--- config.mk ---
export PLATFORM = sky130hd
export DESIGN_NAME = prog_clk_div
export DESIGN_NICKNAME = d
export VERILOG_FILES = /design/src/rtl/prog_clk_div.sv
export SDC_FILE = /design/constraint.sdc
export NUM_CORES = 1
export LEC_CHECK = 0
export CAP_MARGIN = 20
export CELL_PAD_IN_SITES_DETAIL_PLACEMENT = 0
export CELL_PAD_IN_SITES_GLOBAL_PLACEMENT = 2
export CORE_MARGIN = 3
export CORE_UTILIZATION = 36
export DETAILED_ROUTE_END_ITERATION = 10
export PLACE_DENSITY_LB_ADDON = 0.1
export SYNTH_ARGS = -nofsm -noshare
export SYNTH_HDL_FRONTEND = slang
export SYNTH_SLANG_ARGS = --single-unit
--- constraint.sdc ---
create_clock -name clk_in -period 7.3 [get_ports clk_in]
set_input_delay 0.73 -clock clk_in [delete_from_list [all_inputs] [get_ports clk_in]]
set_output_delay 0.73 -clock clk_in [all_outputs]
set_load 0.01 [all_outputs]
--- src/rtl/prog_clk_div.sv ---
// Runtime-programmable integer clock divider (N >= 2) with 50% or single-pulse output.
// Ratio and duty mode change only at a period boundary, so clk_out never glitches.
//
// state | meaning
// IDLE  | stopped, cnt held at 0, clk_out low
// RUN   | dividing, en high
// STOP  | en dropped, finishing the period in progress

module prog_clk_div #(
  parameter int CNT_W       = 16,
  parameter int DEFAULT_DIV = 3
) (
  input  logic             clk_in,
  input  logic             rst,
  input  logic             en,
  input  logic             duty_mode,
  input  logic             cfg_valid,
  input  logic [CNT_W-1:0] cfg_div,
  output logic             cfg_ready,
  output logic             cfg_err,
  output logic [CNT_W-1:0] cur_div,
  output logic             running,
  output logic             tick,
  output logic             clk_out
);

  typedef enum logic [1:0] {IDLE, RUN, STOP} state_t;

  localparam logic [CNT_W-1:0] DEF_DIV = CNT_W'(DEFAULT_DIV);
  localparam logic [CNT_W-1:0] MIN_DIV = CNT_W'(2);
  localparam logic [CNT_W-1:0] ONE     = CNT_W'(1);

  state_t           state, state_nxt;
  logic [CNT_W-1:0] cnt, cnt_nxt, pend_div;
  logic             pend_valid, cur_mode;
  logic             active, wrap, boundary, accept;
  logic             a_pos, a_neg, stretch;

  assign active    = (state != IDLE);
  assign wrap      = active && (cnt == cur_div - ONE);
  assign boundary  = !active || wrap;
  assign cfg_ready = !pend_valid;
  assign accept    = cfg_valid && cfg_ready;
  assign cfg_err   = accept && (cfg_div < MIN_DIV);
  assign running   = active;
  // a_neg only ever extends a_pos by half a cycle, so the OR cannot glitch
  assign clk_out   = a_pos | a_neg;

  always_comb begin
    state_nxt = state;
    cnt_nxt   = cnt;
    case (state)
      IDLE: begin
        cnt_nxt = '0;
        if (en) state_nxt = RUN;
      end
      RUN: begin
        cnt_nxt = wrap ? '0 : cnt + ONE;
        if (!en) state_nxt = wrap ? IDLE : STOP;
      end
      STOP: begin
        cnt_nxt = wrap ? '0 : cnt + ONE;
        if (en)        state_nxt = RUN;
        else if (wrap) state_nxt = IDLE;
      end
      default: begin
        state_nxt = IDLE;
        cnt_nxt   = '0;
      end
    endcase
  end

  always_ff @(posedge clk_in) begin
    if (rst) begin
      state      <= IDLE;
      cnt        <= '0;
      cur_div    <= DEF_DIV;
      cur_mode   <= 1'b0;
      pend_div   <= DEF_DIV;
      pend_valid <= 1'b0;
      tick       <= 1'b0;
      a_pos      <= 1'b0;
      stretch    <= 1'b0;
    end else begin
      state   <= state_nxt;
      cnt     <= cnt_nxt;
      tick    <= active && (cnt == '0);
      // (N>>1) is N/2 for even N and (N-1)/2 for odd N; odd ratios get the half-cycle stretch
      a_pos   <= active && (cur_mode ? (cnt == '0) : (cnt < (cur_div >> 1)));
      stretch <= active && !cur_mode && cur_div[0];
      if (boundary) cur_mode <= duty_mode;
      if (boundary && pend_valid) begin
        cur_div    <= pend_div;
        pend_valid <= 1'b0;
      end else if (accept) begin
        pend_div   <= (cfg_div < MIN_DIV) ? MIN_DIV : cfg_div;
        pend_valid <= 1'b1;
      end
    end
  end

  always_ff @(negedge clk_in) begin
    if (rst) a_neg <= 1'b0;
    else     a_neg <= a_pos && stretch;
  end

endmodule

==> results of run 1 <==
cells by family (layout without fill, tap and decap cells):
| kind of cell | after synthesis | count (layout) |
|---|---|---|
| xor+xnor | 31 | 31 |
| buf+inv | 48 | 77 |
| compound gates | 57 | 57 |
| mux | 18 | 18 |
| fa+ha+maj | 21 | 21 |
| flops | 56 | 56 |
| simple gates | 177 | 177 |
per-stage QoR:
step	instances	utilization	hold WS, ns	cell area [um^2]	setup slack [ns]
after CTS	545	0.442	0.464	3950	1.52
final	545	0.442	0.464	3950	1.53
after detailed placement	537	0.432	0.448	3850	1.89
after global routing	545	0.442	0.486	3950	1.49
after global placement	537	0.432	0.448	3850	1.89
after floorplan	408	-	0.437	3400	1.98
Yosys cell counts (4+ instances only):
| cell type | number | area, um^2 |
|---|---|---|
| xnor2_1 | 15 | 131 |
| a21o_1 | 7 | 52.6 |
| nor3_1 | 8 | 40.0 |
| inv_1 | 26 | 97.6 |
| ha_1 | 21 | 263 |
| and3_1 | 4 | 25.0 |
| a211oi_1 | 7 | 52.6 |
| nand3_1 | 8 | 40.0 |
| mux2i_1 | 18 | 180 |
| nor4_1 | 8 | 50.1 |
| clkbuf_1 | 17 | 63.8 |
| dfxtp_1 | 56 | 1120 |
| nand2_1 | 47 | 176 |
| nand4_1 | 8 | 50.1 |
| nor2_1 | 33 | 124 |
| xor2_1 | 16 | 140 |
| or3_1 | 4 | 25.0 |
| a21oi_1 | 19 | 95.1 |
| nand2b_1 | 32 | 200 |
| nand3b_1 | 5 | 37.5 |
where the power goes:
group	internal (mW)	switching (mW)	leakage, nW	total [mW]
Sequential	0.317	0.0109	0.456	0.328
Clock	0.0689	0.111	0.0460	0.180
Combinational	0.0462	0.0463	1.07	0.0925
Total	0.432	0.169	1.57	0.601
path summary, 6_finish.rpt:
path,from,to,slack (ns)
min,pend_div[5],pend_div[5],0.46
min reg2reg,pend_div[5],pend_div[5],0.46
max,a_neg,clk_out,1.53
max reg2reg,a_pos,a_neg,3.16
routing by layer:
| metal | track usage | vias to the layer above | part of all wire |
|---|---|---|---|
| met4 | 0.0388 | 0 | 0.011 |
| met3 | 0.0237 | 7 | 0.029 |
| li1 | - | 1451 | - |
| met5 | 0 | - | 0 |
| met2 | 0.265 | 37 | 0.45 |
| met1 | 0.229 | 1271 | 0.51 |
area by class of cell:
| cell class | instances | area, um^2 | share of cell area |
|---|---|---|---|
| flip-flops and latches | 56 | 1120 | 0.284 |
| multi-input cells | 304 | 2080 | 0.526 |
| clock buffers | 5 | 68.8 | 0.0174 |
| clock inverters | 4 | 25.0 | 0.00634 |
| repair buffers | 43 | 425 | 0.108 |
| well taps | 108 | 135 | 0.0343 |
| inverters | 25 | 93.8 | 0.0238 |
tightest hold or removal path: cells and delay by family, from the launching register on:
kind	cells	cell delay, ns
flops	1	0.32
simple gates	1	0.05
compound gates	1	0.05
sequential cells by signal, indices dropped and copies added (netlist names):
| name | flops |
|---|---|
| pend_div | 16 |
| cur_mode | 1 |
| stretch | 1 |
| pend_valid | 1 |
| a_pos | 1 |
| tick | 1 |
| cnt | 16 |
| state | 2 |
| a_neg | 1 |
| cur_div | 16 |
==> flow_summary_export.csv, run 1 <==
group,metric,value,unit
status,status,"completed",
floorplanning,ios,42,
synthesis,syn-num-nets,450,
min_path,hold_class,"reg2reg",
timing,setup_viol,0,
clock_tree,clockBufferDepth,2,
critical_path,cp.depth,2,
pwr,peakVddDrop,96.2,uV
synthesis,netlist-cell-type-count,55,
critical_path,critPathBufInv,1,
global_routing,antenna_found_initial,0,
clock_tree,clock_sinks,56,
floorplanning,die_w,103,um
place,hpwl,6020,um
synthesis,synth_top_family_by_area,"simple AND/OR/NAND/NOR gates",
flow_run,drv_cap,0,
floorplanning,coreArea,0.00893,mm^2
global_routing,grt_first_pass_wirelength,13600,um
routing,wl_per_cell,15.0,um
timing,slew_viol_final,0,
clock_tree,cts_setup_buffers,0,
clock_tree,hold_buffers,0,
clock_tree,ctsResizeCount,0,
synthesis,synth-seq-area-share,0.330,
critical_path,critical_path_class,"reg2out",
synthesis,synth_ff_type,"dfxtp_1",
routing,vias,2766,
routing,firstDrtPassIters,4,
synthesis,synth-edff-count,0,
critical_path,cp.required,6.57,ns
critical_path,reg2regPathDepth,2,
synthesis,synthArstFlopShare,0,
critical_path,arrival,5.04,ns
timing,worst_pin_slew,0.895,ns
synthesis,syn_area_per_cell,8.33,um^2
final_layout,final_common_cell,"dfxtp_1",
timing,hold_viol,0,
routing,drc,0,
floorplanning,start_util,0.380,
synthesis,syn_area,0.00340,mm^2
global_routing,overflow,0,
clock_tree,insertion_delay,0.37,ns
clock_tree,clkTransAtPathRegs,0.10,ns
synthesis,synth_simple_gate_area_frac,0.284,
critical_path,worstPathCellList,"or2_2 -> clkdlybuf4s50_1",
final_layout,drive_gt1_frac,0.0526,
timing,slew_headroom,0.398,
routing,wl,8170,um
timing,final.setup_skew,0.0501,ns
final_layout,syn_to_final_growth,16.1,%
synthesis,synthMuxAreaShare,0.0530,
synthesis,ys_ff_latch,56,
synthesis,synthCells,408,
critical_path,cp_slowest_stage_delay,0.48,ns
pwr,p_total,0.601,mW
critical_path,cp_slowest_cell,"clkdlybuf4s50_1",
floorplanning,die_area,0.0106,mm^2
place,io_buffers,41,
place,gp_congestion,0.770,
critical_path,crit_fanout,1,
final_layout,fill_cells,904,
timing,tns,0,ns
synthesis,ys_warn_count,0,
routing,viasPerCell,5.08,
floorplanning,die_h,103,um
clock_tree,htree_levels,2,
floorplanning,rows,34,
pwr,p_leak,1.57,nW
timing,rsz0062_at_grt,"no",
routing,ant_nets,0,
synthesis,synth_fa_ha_area_frac,0.0773,
clock_tree,root_buffer,"clkbuf_8",
pwr,p_per_area,152,mW/mm^2
synthesis,synthXorXnorAreaFrac,0.0799,
global_routing,grt_max_degree,48,
final_layout,layout_common_cells,"dfxtp_1, nand2_1, clkdlybuf4s50_1, nor2_1, nand2b_1",
global_routing,grt_pass1_vias,2718,
final_layout,n_antenna_cell,0,
critical_path,worst_setup_path_end_kind,"output port",
critical_path,path_delay_family,"buffers and inverters",
clock_tree,cts_buffers,5,
routing,drt_iter0_drc,94,
min_path,hold_path_depth,2,
clock_tree,cts_tree,"done",
global_routing,grt_usage,0.164,
synthesis,synth-compound-area-share,0.116,
final_layout,layout.nets,478,
critical_path,cp-start-kind,"flip-flop",
Note: power is estimated with default switching activity, not from simulation.
==> inputs of run 2 (changes only) <==
- CORE_UTILIZATION: 36 -> 30
- clock period: 7.3 -> 4.89 ns (I/O delays scaled with it)
==> run 2 against run 1 <==
  * Combinational power up 48%
  * Sequential share of layout area decreased by 0.72 points
  * First-iteration DRC count fell by 4.3%
  * Count of clock-buffer cells in the layout is the same
  * Die area rose by 19%
  * Cell area grew 2.6%
  * Hold slack worse by 0.0074 ns
  * Global-route usage decreased by 2.9 points
  * Sequential power increased by 49%
  * Clock power grew 110%
  * Power increased by 69%
==> flow_summary_export.csv, run 2 (same netlist as run 1, synthesis figures left out) <==
group,metric,value,unit
critical_path,rrSetupSlack,1.73,ns
floorplanning,die_area,0.0126,mm^2
clock_tree,cts_buffers,5,
min_path,hold_class,"reg2reg",
status,status,"completed",
timing,whs,0.456,ns
clock_tree,clockBufferDepth,2,
pwr,p_per_area,250,mW/mm^2
routing,drc,0,
routing,viasPerCell,4.78,
routing,firstDrtPassIters,4,
pwr,p_int,0.738,mW
critical_path,r2r_end,"cur_div[9]",
global_routing,grt_pass1_vias,2670,
final_layout,n_antenna_cell,0,
routing,vias,2758,
place,place_ws,0.943,ns
global_routing,overflow,0,
clock_tree,insertion_delay,0.36,ns
flow_run,drv_cap,0,
floorplanning,die_w,112,um
place,gp_congestion,0.736,
pwr,peakVddDrop,148,uV
routing,wl_per_cell,14.6,um
timing,hold_viol,0,
pwr,p_switching,0.274,mW
clock_tree,ctsResizeCount,0,
critical_path,r2r_start,"cur_div[0]",
final_layout,top_regs,"cnt (16), cur_div (16), pend_div (16)",
min_path,min_from,"pend_div[2]",
critical_path,arrival,3.82,ns
clock_tree,clkTransAtPathRegs,0.08,ns
critical_path,crit_fanout,1,
floorplanning,rows,38,
min_path,holdPathEnd,"pend_div[2]",
clock_tree,root_buffer,"clkbuf_16",
clock_tree,cts_setup_buffers,0,
pwr,switching_share,0.271,
timing,final.setup_skew,0.0679,ns
pwr,pwr-share-comb,0.136,
timing,worst_pin_slew,0.842,ns
critical_path,cp.required,4.40,ns
timing,tns,0,ns
clock_tree,htree_levels,2,
clock_tree,clock_sinks,56,
min_path,hold_path_depth,2,
pwr,p_leak,1.60,nW
final_layout,drive_gt1_frac,0.0526,
routing,wl,8410,um
global_routing,grt_max_degree,47,
final_layout,layout_common_cells,"dfxtp_1, nand2_1, clkdlybuf4s50_1, nor2_1, nand2b_1",
final_layout,final_util,0.370,
timing,slew_viol_final,0,
critical_path,critical_path_class,"reg2out",
floorplanning,start_util,0.311,
floorplanning,die_h,112,um
critical_path,cp-start-kind,"flip-flop",
critical_path,worst_setup_path_end_kind,"output port",
global_routing,grt_usage,0.135,
clock_tree,cts_tree,"done",
timing,slew_headroom,0.439,
timing,fin_ws,0.576,ns
pwr,seqPwrFrac,0.483,
floorplanning,ios,42,
routing,ant_nets,0,
critical_path,reg2regPathDepth,7,
routing,drt_iter0_drc,90,
floorplanning,coreArea,0.0109,mm^2
final_layout,layout.nets,478,
clock_tree,hold_buffers,0,
global_routing,antenna_found_initial,0,
global_routing,grt_first_pass_wirelength,13800,um
timing,setup_viol,0,
pwr,p_total,1.01,mW
final_layout,final_common_cell,"dfxtp_1",
place,hpwl,6360,um
final_layout,syn_to_final_growth,19.1,%
timing,rsz0062_at_grt,"no",
pwr,p_clk_frac,0.381,
place,io_buffers,41,
-- run 2: worst max-delay path by stage --
stage	slack, ns	from	end	cells after the start
after floorplan	1.01	rst	a_neg	4
after global placement	0.95	a_neg	clk_out	2
after detailed placement	0.94	a_neg	clk_out	2
after CTS	0.56	a_neg	clk_out	2
after global routing	0.52	a_neg	clk_out	2
final	0.58	a_neg	clk_out	2
-- run 2: power by group through the flow --
stage	clock network, mW	registers, mW	logic, mW
2_1_floorplan	0.00256	0.496	0.0910
3_3_place_gp	0.00256	0.500	0.141
3_5_place_dp	0.00256	0.501	0.141
4_1_cts	0.402	0.490	0.141
5_1_grt	0.417	0.493	0.153
6_report	0.386	0.489	0.137
-- run 2: per-layer routing --
metal  GRT usage  vias up  wire (um)
li1            -     1459          -
met1       0.185     1260       4220
met2       0.223       33       3870
met3      0.0210        6        232
met4      0.0337        0         80
met5           0        -          0
-- run 2: metrics by stage --
stage	area, um^2	std cells
5_1_grt	4050	577
2_1_floorplan	3400	408
3_5_place_dp	3890	569
6_report	4050	577
4_1_cts	4050	577
3_3_place_gp	3890	569
-- run 2: worst max-delay path: stages (launching register included) --
cell	delay (ns)
dfxtp_1	0.28
or2_2	0.26
clkdlybuf4s50_1	0.48
-- run 2: final cells by class --
cell class / count / area, um^2
fillers: 1196 / 6890
multi-input cells: 304 / 2080
flip-flops and latches: 56 / 1120
repair buffers: 43 / 425
well taps: 140 / 175
clock buffers: 5 / 125
inverters: 25 / 93.8
clock inverters: 4 / 31.3
